--- config.mk ---
export PLATFORM = sky130hd
export DESIGN_NAME = split_rr_arbiter
export DESIGN_NICKNAME = d
export VERILOG_FILES = /design/src/rtl/bus_arb_pkg.sv /design/src/rtl/split_rr_arbiter.sv
export SDC_FILE = /design/constraint.sdc
export NUM_CORES = 1
export LEC_CHECK = 0
export CORE_MARGIN = 3
export CORE_UTILIZATION = 50
export CTS_BUF_LIST = sky130_fd_sc_hd__clkbuf_4
export DETAILED_ROUTE_END_ITERATION = 6
export GPL_TIMING_DRIVEN = 1
export PLACE_DENSITY = 0.77
export SKIP_LAST_GASP = 1
export SLEW_MARGIN = 20
export SYNTH_ARGS = -nofsm -noshare
export SYNTH_HDL_FRONTEND = slang
export SYNTH_SLANG_ARGS = --single-unit
--- constraint.sdc ---
create_clock -name clk -period 5.06 [get_ports clk]
set_input_delay 0.506 -clock clk [delete_from_list [all_inputs] [get_ports clk]]
set_output_delay 0.506 -clock clk [all_outputs]
set_load 0.02 [all_outputs]
--- src/rtl/bus_arb_pkg.sv ---
// Shared types for the serial-bus ownership arbiter and the bus top.
// Latency: n/a (types only). Backpressure: n/a.
// Contents: init_sel_t (bus select / split-owner encoding), arb_state_t (arbiter FSM).
package bus_arb_pkg;

  // Bus select encoding; also used for split ownership (SPLIT never an owner).
  typedef enum logic [1:0] {
    NONE  = 2'b00,
    I1    = 2'b01,
    I2    = 2'b10,
    SPLIT = 2'b11
  } init_sel_t;

  typedef enum logic [1:0] {
    IDLE      = 2'b00,
    GNT_I1    = 2'b01,
    GNT_I2    = 2'b10,
    GNT_SPLIT = 2'b11
  } arb_state_t;

endpackage

--- src/rtl/split_rr_arbiter.sv ---
// Bus-ownership arbiter: round-robin between two initiators, absolute priority for split responses.
// Latency: grant rises one cycle after the request is seen in IDLE; one idle cycle between tenures.
// Backpressure: requesters hold req high for the tenure; watchdog revokes after TIMEOUT_CYCLES.
// Ports: clk/rst (sync, active-high); req_i_1, req_i_2, req_split requests; split_ack / split_done
//        pulses from the split target; grant_i_1, grant_i_2, grant_split, sel, split_owner, timeout
//        are all registered outputs.
module split_rr_arbiter
  import bus_arb_pkg::*;
#(
  parameter int TIMEOUT_CYCLES = 256,
  parameter int CNT_W          = (TIMEOUT_CYCLES < 2) ? 1 : $clog2(TIMEOUT_CYCLES + 1)
) (
  input  logic       clk,
  input  logic       rst,
  input  logic       req_i_1,
  input  logic       req_i_2,
  input  logic       req_split,
  input  logic       split_ack,
  input  logic       split_done,
  output logic       grant_i_1,
  output logic       grant_i_2,
  output logic       grant_split,
  output logic [1:0] sel,
  output logic [1:0] split_owner,
  output logic       timeout
);

  localparam bit             WD_EN    = (TIMEOUT_CYCLES != 0);
  localparam logic [CNT_W-1:0] CNT_LAST = CNT_W'(TIMEOUT_CYCLES - 1);
  localparam logic [CNT_W-1:0] CNT_MAX  = '1;

  arb_state_t       state_q, state_d;
  init_sel_t        owner_q, owner_d;
  init_sel_t        sel_d;
  logic             last_i2_q, last_i2_d;  // 1: init2 won the last initiator tenure
  logic             timeout_d;
  logic [CNT_W-1:0] cnt_q;
  logic             elig_1, elig_2, elig_s, wd_hit;

  // An initiator owed a split response may not re-arbitrate until it is delivered.
  assign elig_1 = req_i_1 && (owner_q != I1);
  assign elig_2 = req_i_2 && (owner_q != I2);
  assign elig_s = req_split && (owner_q != NONE);
  assign wd_hit = WD_EN && (cnt_q == CNT_LAST);

  always_comb begin
    state_d   = state_q;
    owner_d   = owner_q;
    last_i2_d = last_i2_q;
    timeout_d = 1'b0;
    case (state_q)
      IDLE: begin
        if (elig_s) begin
          state_d = GNT_SPLIT;
        end else if (elig_1 && elig_2) begin
          state_d   = last_i2_q ? GNT_I1 : GNT_I2;
          last_i2_d = !last_i2_q;
        end else if (elig_1) begin
          state_d   = GNT_I1;
          last_i2_d = 1'b0;
        end else if (elig_2) begin
          state_d   = GNT_I2;
          last_i2_d = 1'b1;
        end
      end
      GNT_I1: begin
        // Deferral is recorded even if the request drops in the same cycle.
        if (split_ack && (owner_q == NONE)) owner_d = I1;
        if (!req_i_1) begin
          state_d = IDLE;
        end else if (wd_hit) begin
          state_d   = IDLE;
          timeout_d = 1'b1;
        end
      end
      GNT_I2: begin
        if (split_ack && (owner_q == NONE)) owner_d = I2;
        if (!req_i_2) begin
          state_d = IDLE;
        end else if (wd_hit) begin
          state_d   = IDLE;
          timeout_d = 1'b1;
        end
      end
      GNT_SPLIT: begin
        if (split_done) begin
          owner_d = NONE;
          state_d = IDLE;
        end else if (!req_split) begin
          state_d = IDLE;
        end else if (wd_hit) begin
          // Revoked split keeps its owner so the response can be retried.
          state_d   = IDLE;
          timeout_d = 1'b1;
        end
      end
      default: state_d = IDLE;
    endcase
  end

  always_comb begin
    sel_d = NONE;
    case (state_d)
      GNT_I1:    sel_d = I1;
      GNT_I2:    sel_d = I2;
      GNT_SPLIT: sel_d = SPLIT;
      default:   sel_d = NONE;
    endcase
  end

  always_ff @(posedge clk) begin
    if (rst) begin
      state_q     <= IDLE;
      owner_q     <= NONE;
      last_i2_q   <= 1'b1;
      cnt_q       <= '0;
      timeout     <= 1'b0;
      grant_i_1   <= 1'b0;
      grant_i_2   <= 1'b0;
      grant_split <= 1'b0;
      sel         <= NONE;
    end else begin
      state_q     <= state_d;
      owner_q     <= owner_d;
      last_i2_q   <= last_i2_d;
      timeout     <= timeout_d;
      grant_i_1   <= (sel_d == I1);
      grant_i_2   <= (sel_d == I2);
      grant_split <= (sel_d == SPLIT);
      sel         <= sel_d;
      // Cleared through the mandatory IDLE cycle, so it is 0 in the first grant cycle.
      if (state_q == IDLE) begin
        cnt_q <= '0;
      end else if (cnt_q != CNT_MAX) begin
        cnt_q <= cnt_q + 1'b1;
      end
    end
  end

  assign split_owner = owner_q;

endmodule

# == Word level (Yosys, flattened, before mapping) ==
# Index checks and enable logic that the tools add are counted.
# totals
in_bits,7
elab_cells,66
regBits,20
# classes
mux,25
n_addsub,1
n_eq_ne,16
bitwise,1
n_reduce_logical,14
# op_table
operator,n
$mux 2,13
$eq 2x2->1 const B,6
$pmux 2 s3,2
$add 9x1->9 const B,1
$eq 9x8->1 const B,1
$ne 9x9->1 const B,1
$mux 1,8
$ne 2x2->1 const B,4
$pmux 2 s4,1
$eq 2x1->1 const B,3
$reduce_bool 3->1,2
$logic_and 1x1->1,5
$logic_not 2->1,2
$reduce_and 4->1,1
$pmux 1 s3,1
$reduce_and 3->1,1
$ne 2x1->1 const B,1
$reduce_bool 2->1,1
$reduce_or 2->1,1
$logic_not 1->1,1
$not 1->1,1

# == Depth between registers and ports, before layout ==
# Gate-level depths: netlist of run 1.
# depth
depth_word,10
ltp_mapped,8
depth_no_buf,7

# == Least setup slack after synthesis of run 1 ==
# Ideal clock, no wire load.
# synth_timing
kind,register to register
startpoint,reg cnt_q[0]
endpoint,reg cnt_q[5]
path_buffers,1
stages_incl_launch_ff,9
synth_period_minus_slack_ns,1.774
arrival_time_ns,1.704
setup_time_ns,0.071
path_slack_ns,3.286
cell_sequence,dfxtp_1 ha_1 nand3_1 nor2_1 ha_1 clkbuf_1 nand4b_1 or3_1 a21oi_1
# synth_between
elab_chain_len,1
elab_cells_between_ends,2
classes_between,1 x add/sub; 1 x eq/ne
# synth_rtl
element,line_no,rtl
"start, declared",split_rr_arbiter.sv:37,logic [CNT_W-1:0] cnt_q;
"start signal, assigned",split_rr_arbiter.sv:135,cnt_q <= cnt_q + 1'b1;
$add 9x1->9 / $ne 9x9->1 (equally long branches),"split_rr_arbiter.sv:135, split_rr_arbiter.sv:134",
# Parallel ways exist; a longest one is shown, timed or not.
# A chain may end at the register's enable or synchronous reset.

# == Final worst setup path of run 1 ==
# layout_timing
startpoint,"reg owner_q[1], in the netlist split_owner[1]"
endpoint,out split_owner[1]
# layout_rtl
element,line_no,rtl
"start, declared",split_rr_arbiter.sv:33,"init_sel_t owner_q, owner_d;"
"start signal, assigned",split_rr_arbiter.sv:124,owner_q <= owner_d;
"end, declared",split_rr_arbiter.sv:24,"output logic [1:0] split_owner,"
# No word-level cell between the ends.

==> reports/results.tsv, run 1 <==
stage	metric	value	unit
power	Total Power	0.525	mW
routing	First DRT Iteration DRCs	22	
floorplanning	number of I/O pins	15	
critical_path	CP Max Fanout	12	
power	power share of the clock group	15.2	%
place	Port-buffer cells	14	
worst_hold_path	HP Class	register to register	
critical_path	worst-path cell chain	clkdlybuf4s50_1	
floorplanning	Core Box Area	1840	um^2
routing	total wire length	2050	um
job	total of max-cap violations	0	
synthesis	syn nets	135	
clocking	CTS Sinks	19	
sta	final hold vios	0	
cells_and_area	Inserted Diodes	0	
floorplanning	die area	2670	um^2
power	Pwr Density	436	nW/um^2
global_routing	first-pass GRT wire length	3530	um
cells_and_area	Final Util	65.5	%
routing	Final ANT Viol Nets	0	
critical_path	Slowest-stage cell, CP	clkdlybuf4s50_1	
place	placed inst area	1170	um^2
place	Placer Congestion	0.870	
routing	# DRC	0	
sta	Slew Limit Fails	0	
synthesis	most frequent cells after synthesis	dfxtp_1, nor2_1, inv_1, nand2_1	
clocking	CTS tree	built	
sta	unrepaired setup endpoints after global routing	false	
synthesis	post-synth top area share	36.4	%
sta	fin crit share	41.1	%
sta	Peak Freq	481	MHz
routing	vias per cell	5.69	
floorplanning	Row Count	15	
power	Logic pwr share	45.3	%
critical_path	Worst Path Arrival	1570	ps
sta	WHS	495	ps
power	Seq pwr share	39.5	%
synthesis	post-synthesis sequential area ratio	36.4	%
synthesis	Distinct cells, synth	41	
critical_path	worst r2r path cells	6	
global_routing	gr usage total	17.3	%
clocking	Reg clk slew, reported paths	100	ps
sta	Rel. slew slack	67.8	%
synthesis	asr flop ratio synth	0	%
sta	Worst-Margin Slew	480	ps
sta	Final setup violation count	0	
cells_and_area	Final #Nets	148	
cells_and_area	Area Growth Syn to Fin	15.3	%
synthesis	flops & latches, synth	19	
power	Pint	0.319	mW
critical_path	WS Path Type	register to output pin	
routing	wire per inst	12.9	um
synthesis	yosys synthesis warning count	0	
sta	skew final	4.06	ps
synthesis	Post-synth EDFFs	0	
routing	drt pass-1 iters	4	
worst_hold_path	Worst Hold Depth	1	
critical_path	CP top delay family	buffers and inverters	
synthesis	Synth Instances	121	
place	Post-DP HPWL	1620	um
synthesis	area leader, netlist	dfxtp_1	
synthesis	Synth Flop Type	dfxtp_1	
clocking	CTS Buf Count	3	
floorplanning	Die Ht	51.7	um
routing	Via Count	899	
clocking	total setup buffers inserted after CTS	0	
synthesis	Post-Syn Area	1040	um^2
synthesis	Mapped Avg Cell Area	8.63	um^2
critical_path	max incr delay on CP	690	ps
run_status	status	completed	
clocking	CTS H-tree lvls	1	
synthesis	top area cells in the synthesized netlist	dfxtp_1, ha_1, nor2_1	
clocking	Max Root-Sink Buffers	2	
clocking	PostCTS Resize Cnt	0	
cells_and_area	post-route cell area	1200	um^2
sta	setup_tns	0	ps
power	Static Leakage	0.452	nW
clocking	root buf cell	clkbuf_4	
critical_path	WP data required	4550	ps
global_routing	GRT overflow	0	
critical_path	CP Capture Type	output pin	
synthesis	top-count cell post-synth	dfxtp_1	
power	switching pwr	0.205	mW
critical_path	CP Depth	1	
global_routing	largest net degree at the start of global routing	13	
critical_path	Crit path buffers/inverters	1	
floorplanning	Die Wd	51.7	um
power	switch share	39.1	%
critical_path	CP Launch Type	register	
global_routing	antenna violations before repair	0	
cells_and_area	share of layout cells above drive strength 1	6.77	%
floorplanning	starting density of the core	56.8	%
clocking	Worst-Skew Late Latency	290	ps
power	worst vdd ir	252	uV
sta	min Tclk post-route	2080	ps
clocking	CTS hold repair buffers	0	
global_routing	vias in the first global route	817	
-- cells in the final DEF, fill, tap and decap left out, types with 2 or more instances in the layout --
cell type / instances
nand4b_1: 2
nor3b_1: 2
a211oi_1: 2
or3_1: 2
nand3_1: 2
xnor2_1: 2
nand2_1: 8
clkbuf_4: 4
o21bai_1: 2
ha_1: 7
nor2_1: 15
nor3_1: 4
a21o_1: 2
clkdlybuf4s50_1: 14
mux2i_1: 2
a21oi_1: 7
xor2_1: 4
dfxtp_1: 19
o21ai_0: 5
inv_1: 8
-- stage by stage --
stage | instances | setup WS (ps)
floorplan | 121 | 3290
global placement | 154 | 2890
detailed placement | 154 | 2830
CTS | 158 | 2980
global route | 158 | 2780
finish | 158 | 2980
-- sequential cells by signal, indices dropped and copies added, names as in the netlist --
name / cells
sel: 2
state_q: 1
grant_split: 1
split_owner: 2
cnt_q: 9
grant_i_1: 1
grant_i_2: 1
timeout: 1
last_i2_q: 1
-- power groups by stage --
stage	combinational (mW)	sequential, mW	clock (mW)
after detailed placement	0.236	0.212	0
after CTS	0.238	0.208	0.0822
final	0.238	0.207	0.0798
after global placement	0.232	0.210	0
after global routing	0.264	0.212	0.0889
after floorplan	0.163	0.219	0
-- area by class of cell --
type | count | area, um^2
tap | 25 | 31.3
timing repair buffer | 14 | 140
clock buffer | 4 | 30.0
fill | 180 | 634
sequential | 19 | 380
inverter | 8 | 30.0
multi-input combinational | 88 | 593
-- metal layers --
metal / track usage, % / routed length [um] / up-vias
li1: - / - / 450
met1: 23.4 / 994 / 421
met2: 27.8 / 957 / 24
met3: 4.30 / 73 / 4
met4: 3.93 / 19 / 0
met5: 0 / 0 / -
-- cells by family after synthesis --
kind of cell	synth area share, %
fa+ha+maj	9.46
simple gates	20.2
compound gates	20.1
buf+inv	6.83
flops	36.4
xor+xnor	5.03
mux	1.92
-- path summary, 6_finish.rpt --
check / startpoint / to / slack [ps]
worst max-delay path: split_owner[1] / split_owner[1] / 2980
worst min-delay path: last_i2_q / last_i2_q / 500
worst max register to register: sel[1] / grant_split / 3030
worst min register to register: last_i2_q / last_i2_q / 500
(Power assumes the default switching activity.)
==> run 2: changes to the inputs <==
PLACE_DENSITY = 0.8   (was 0.77)
clock period = 1.8 ns   (was 5.06 ns; I/O delays follow)
==> reports/results.tsv, run 2 (synthesis gave the netlist of run 1 again) <==
stage	metric	value	unit	change
run_status	status	completed		
power	Logic pwr share	51.2	%	+5.9 points
sta	skew final	1.12	ps	-2.94 ps
critical_path	R2R Path End	cnt_q[5]		
routing	total wire length	2410	um	+18%
power	Static Leakage	0.527	nW	+17%
critical_path	CP Launch Type	register		
critical_path	CP Max Fanout	5		-7
power	Pint	0.978	mW	+210%
global_routing	largest net degree at the start of global routing	13		unchanged
critical_path	WP data required	2040	ps	-2510 ps
cells_and_area	commonest non-fill, non-tap cell in the layout	dfxtp_1		
cells_and_area	Final #Nets	163		+10%
place	Post-DP HPWL	1770	um	+9.0%
floorplanning	starting density of the core	56.8	%	unchanged
sta	min Tclk post-route	1740	ps	
floorplanning	number of I/O pins	15		unchanged
sta	final hold vios	0		unchanged
critical_path	CP Capture Type	register		
sta	Rel. slew slack	76.0	%	+8.2 points
global_routing	vias in the first global route	908		+11%
routing	wire per inst	14.0	um	+7.8%
floorplanning	die area	2670	um^2	unchanged
routing	Final ANT Viol Nets	0		unchanged
sta	fin crit share	96.6	%	
worst_hold_path	min-delay src	last_i2_q		
critical_path	reg2reg start	cnt_q[0]		
cells_and_area	Final Util	72.9	%	+7.3 points
routing	drt pass-1 iters	4		unchanged
cells_and_area	share of layout cells above drive strength 1	22.3	%	+16 points
floorplanning	Die Wd	51.7	um	unchanged
clocking	root buf cell	clkbuf_4		
power	power share of the clock group	13.3	%	-1.9 points
power	worst vdd ir	1010	uV	+300%
clocking	CTS hold repair buffers	0		unchanged
sta	setup_tns	0	ps	unchanged
power	Total Power	1.62	mW	+210%
cells_and_area	Top reg by flops	cnt_q		
routing	First DRT Iteration DRCs	26		+18%
floorplanning	Row Count	15		unchanged
critical_path	Reg2Reg Setup Slack	60	ps	-2970 ps
global_routing	first-pass GRT wire length	3860	um	+9.2%
global_routing	gr usage total	18.8	%	+1.5 points
sta	Final WS setup	61.8	ps	-2920 ps
floorplanning	Die Ht	51.7	um	unchanged
routing	vias per cell	5.65		-0.75%
sta	WHS	509	ps	+13.3 ps
cells_and_area	# fillers	156		-13%
clocking	Reg clk slew, reported paths	110	ps	about the same
worst_hold_path	Worst Hold Depth	1		unchanged
clocking	CTS Sinks	19		unchanged
worst_hold_path	HP Class	register to register		
routing	# DRC	0		unchanged
place	Placer Congestion	0.820		-5.8%
critical_path	Worst Path Arrival	1980	ps	+410 ps
power	switch share	39.7	%	+0.56 points
cells_and_area	max reg flops	9		unchanged
clocking	Max Root-Sink Buffers	2		unchanged
worst_hold_path	Worst Hold Endpoint	last_i2_q		
clocking	CTS Buf Count	3		unchanged
sta	Slew Limit Fails	0		unchanged
sta	Peak Freq	575	MHz	
global_routing	antenna violations before repair	0		unchanged
power	Pwr Density	1210	nW/um^2	+180%
routing	Via Count	977		+8.7%
global_routing	GRT overflow	0		unchanged
power	switching pwr	0.644	mW	+210%
sta	Worst-Margin Slew	356	ps	-124 ps
power	Seq pwr share	35.5	%	-4.0 points
cells_and_area	Area Growth Syn to Fin	28.3	%	
clocking	CTS tree	built		
critical_path	WS Path Type	register to register		
clocking	CTS H-tree lvls	1		unchanged
floorplanning	Core Box Area	1840	um^2	unchanged
place	Port-buffer cells	14		unchanged
place	dpl ws	-7.74	ps	-2830 ps
critical_path	worst r2r path cells	7		+1
cells_and_area	Inserted Diodes	0		unchanged
cells_and_area	most frequent cells in the layout	dfxtp_1, buf_4, nor2_1, clkdlybuf4s50_1, nand2_1		
job	total of max-cap violations	0		unchanged
clocking	Worst-Skew Late Latency	300	ps	about the same
sta	Final setup violation count	0		unchanged
==> run 2: worst max-delay path by stage <==
stage	slack (ps)	cells after the start	start	end
2_1_floorplan	30	8	cnt_q[0]	cnt_q[5]
3_3_place_gp	7	5	req_split	grant_i_2
3_5_place_dp	-8	5	req_i_2	grant_i_2
4_1_cts	10	7	cnt_q[1]	grant_i_1
5_1_grt	-150	7	cnt_q[0]	grant_split
6_report	60	7	cnt_q[0]	cnt_q[5]
==> run 2: through the flow <==
stage	std cells	cell area (um^2)
final	173	1340
after CTS	171	1300
after global placement	167	1270
after detailed placement	167	1270
after floorplan	121	1040
after global routing	173	1340
==> run 2: power by group through the flow <==
stage               Clock [mW]  Combinational, mW  Sequential (mW)
floorplan                    0              0.459            0.616
global placement             0              0.760            0.577
detailed placement           0              0.780            0.580
CTS                      0.224              0.785            0.570
global route             0.244              0.896            0.586
finish                   0.215              0.831            0.576
==> run 2: timing repair <==
action | CTS | global route
endpoints found under the setup margin | 0 | 8
setup buffers | 0 | 2
gates resized for setup | 0 | 11
==> run 2: area by class of cell <==
class	count	area [um^2]	area share, %
Tap cell	25	31.3	2.33
Sequential cell	19	384	28.7
Clock inverter	1	5.00	0.373
Inverter	8	30.0	2.24
Multi-Input combinational cell	88	614	45.8
Timing Repair Buffer	29	253	18.9
Clock buffer	3	22.5	1.68
==> run 2: routing by layer <==
metal | GRT usage (%) | share of wire, % | up-vias
met2 | 34.5 | 53 | 27
met5 | 0 | 0 | -
met1 | 21.2 | 42 | 468
li1 | - | - | 480
met3 | 5.44 | 4.7 | 2
met4 | 4.37 | 0.25 | 0
==> run 2: worst max-delay path: stages, from the launching register on <==
cell and delay, ps:
dfxtp_2 330, ha_1 210, nand3_1 100, nor2_2 50, ha_2 180, nand4b_1 270, or3_1 410, a21oi_2 120
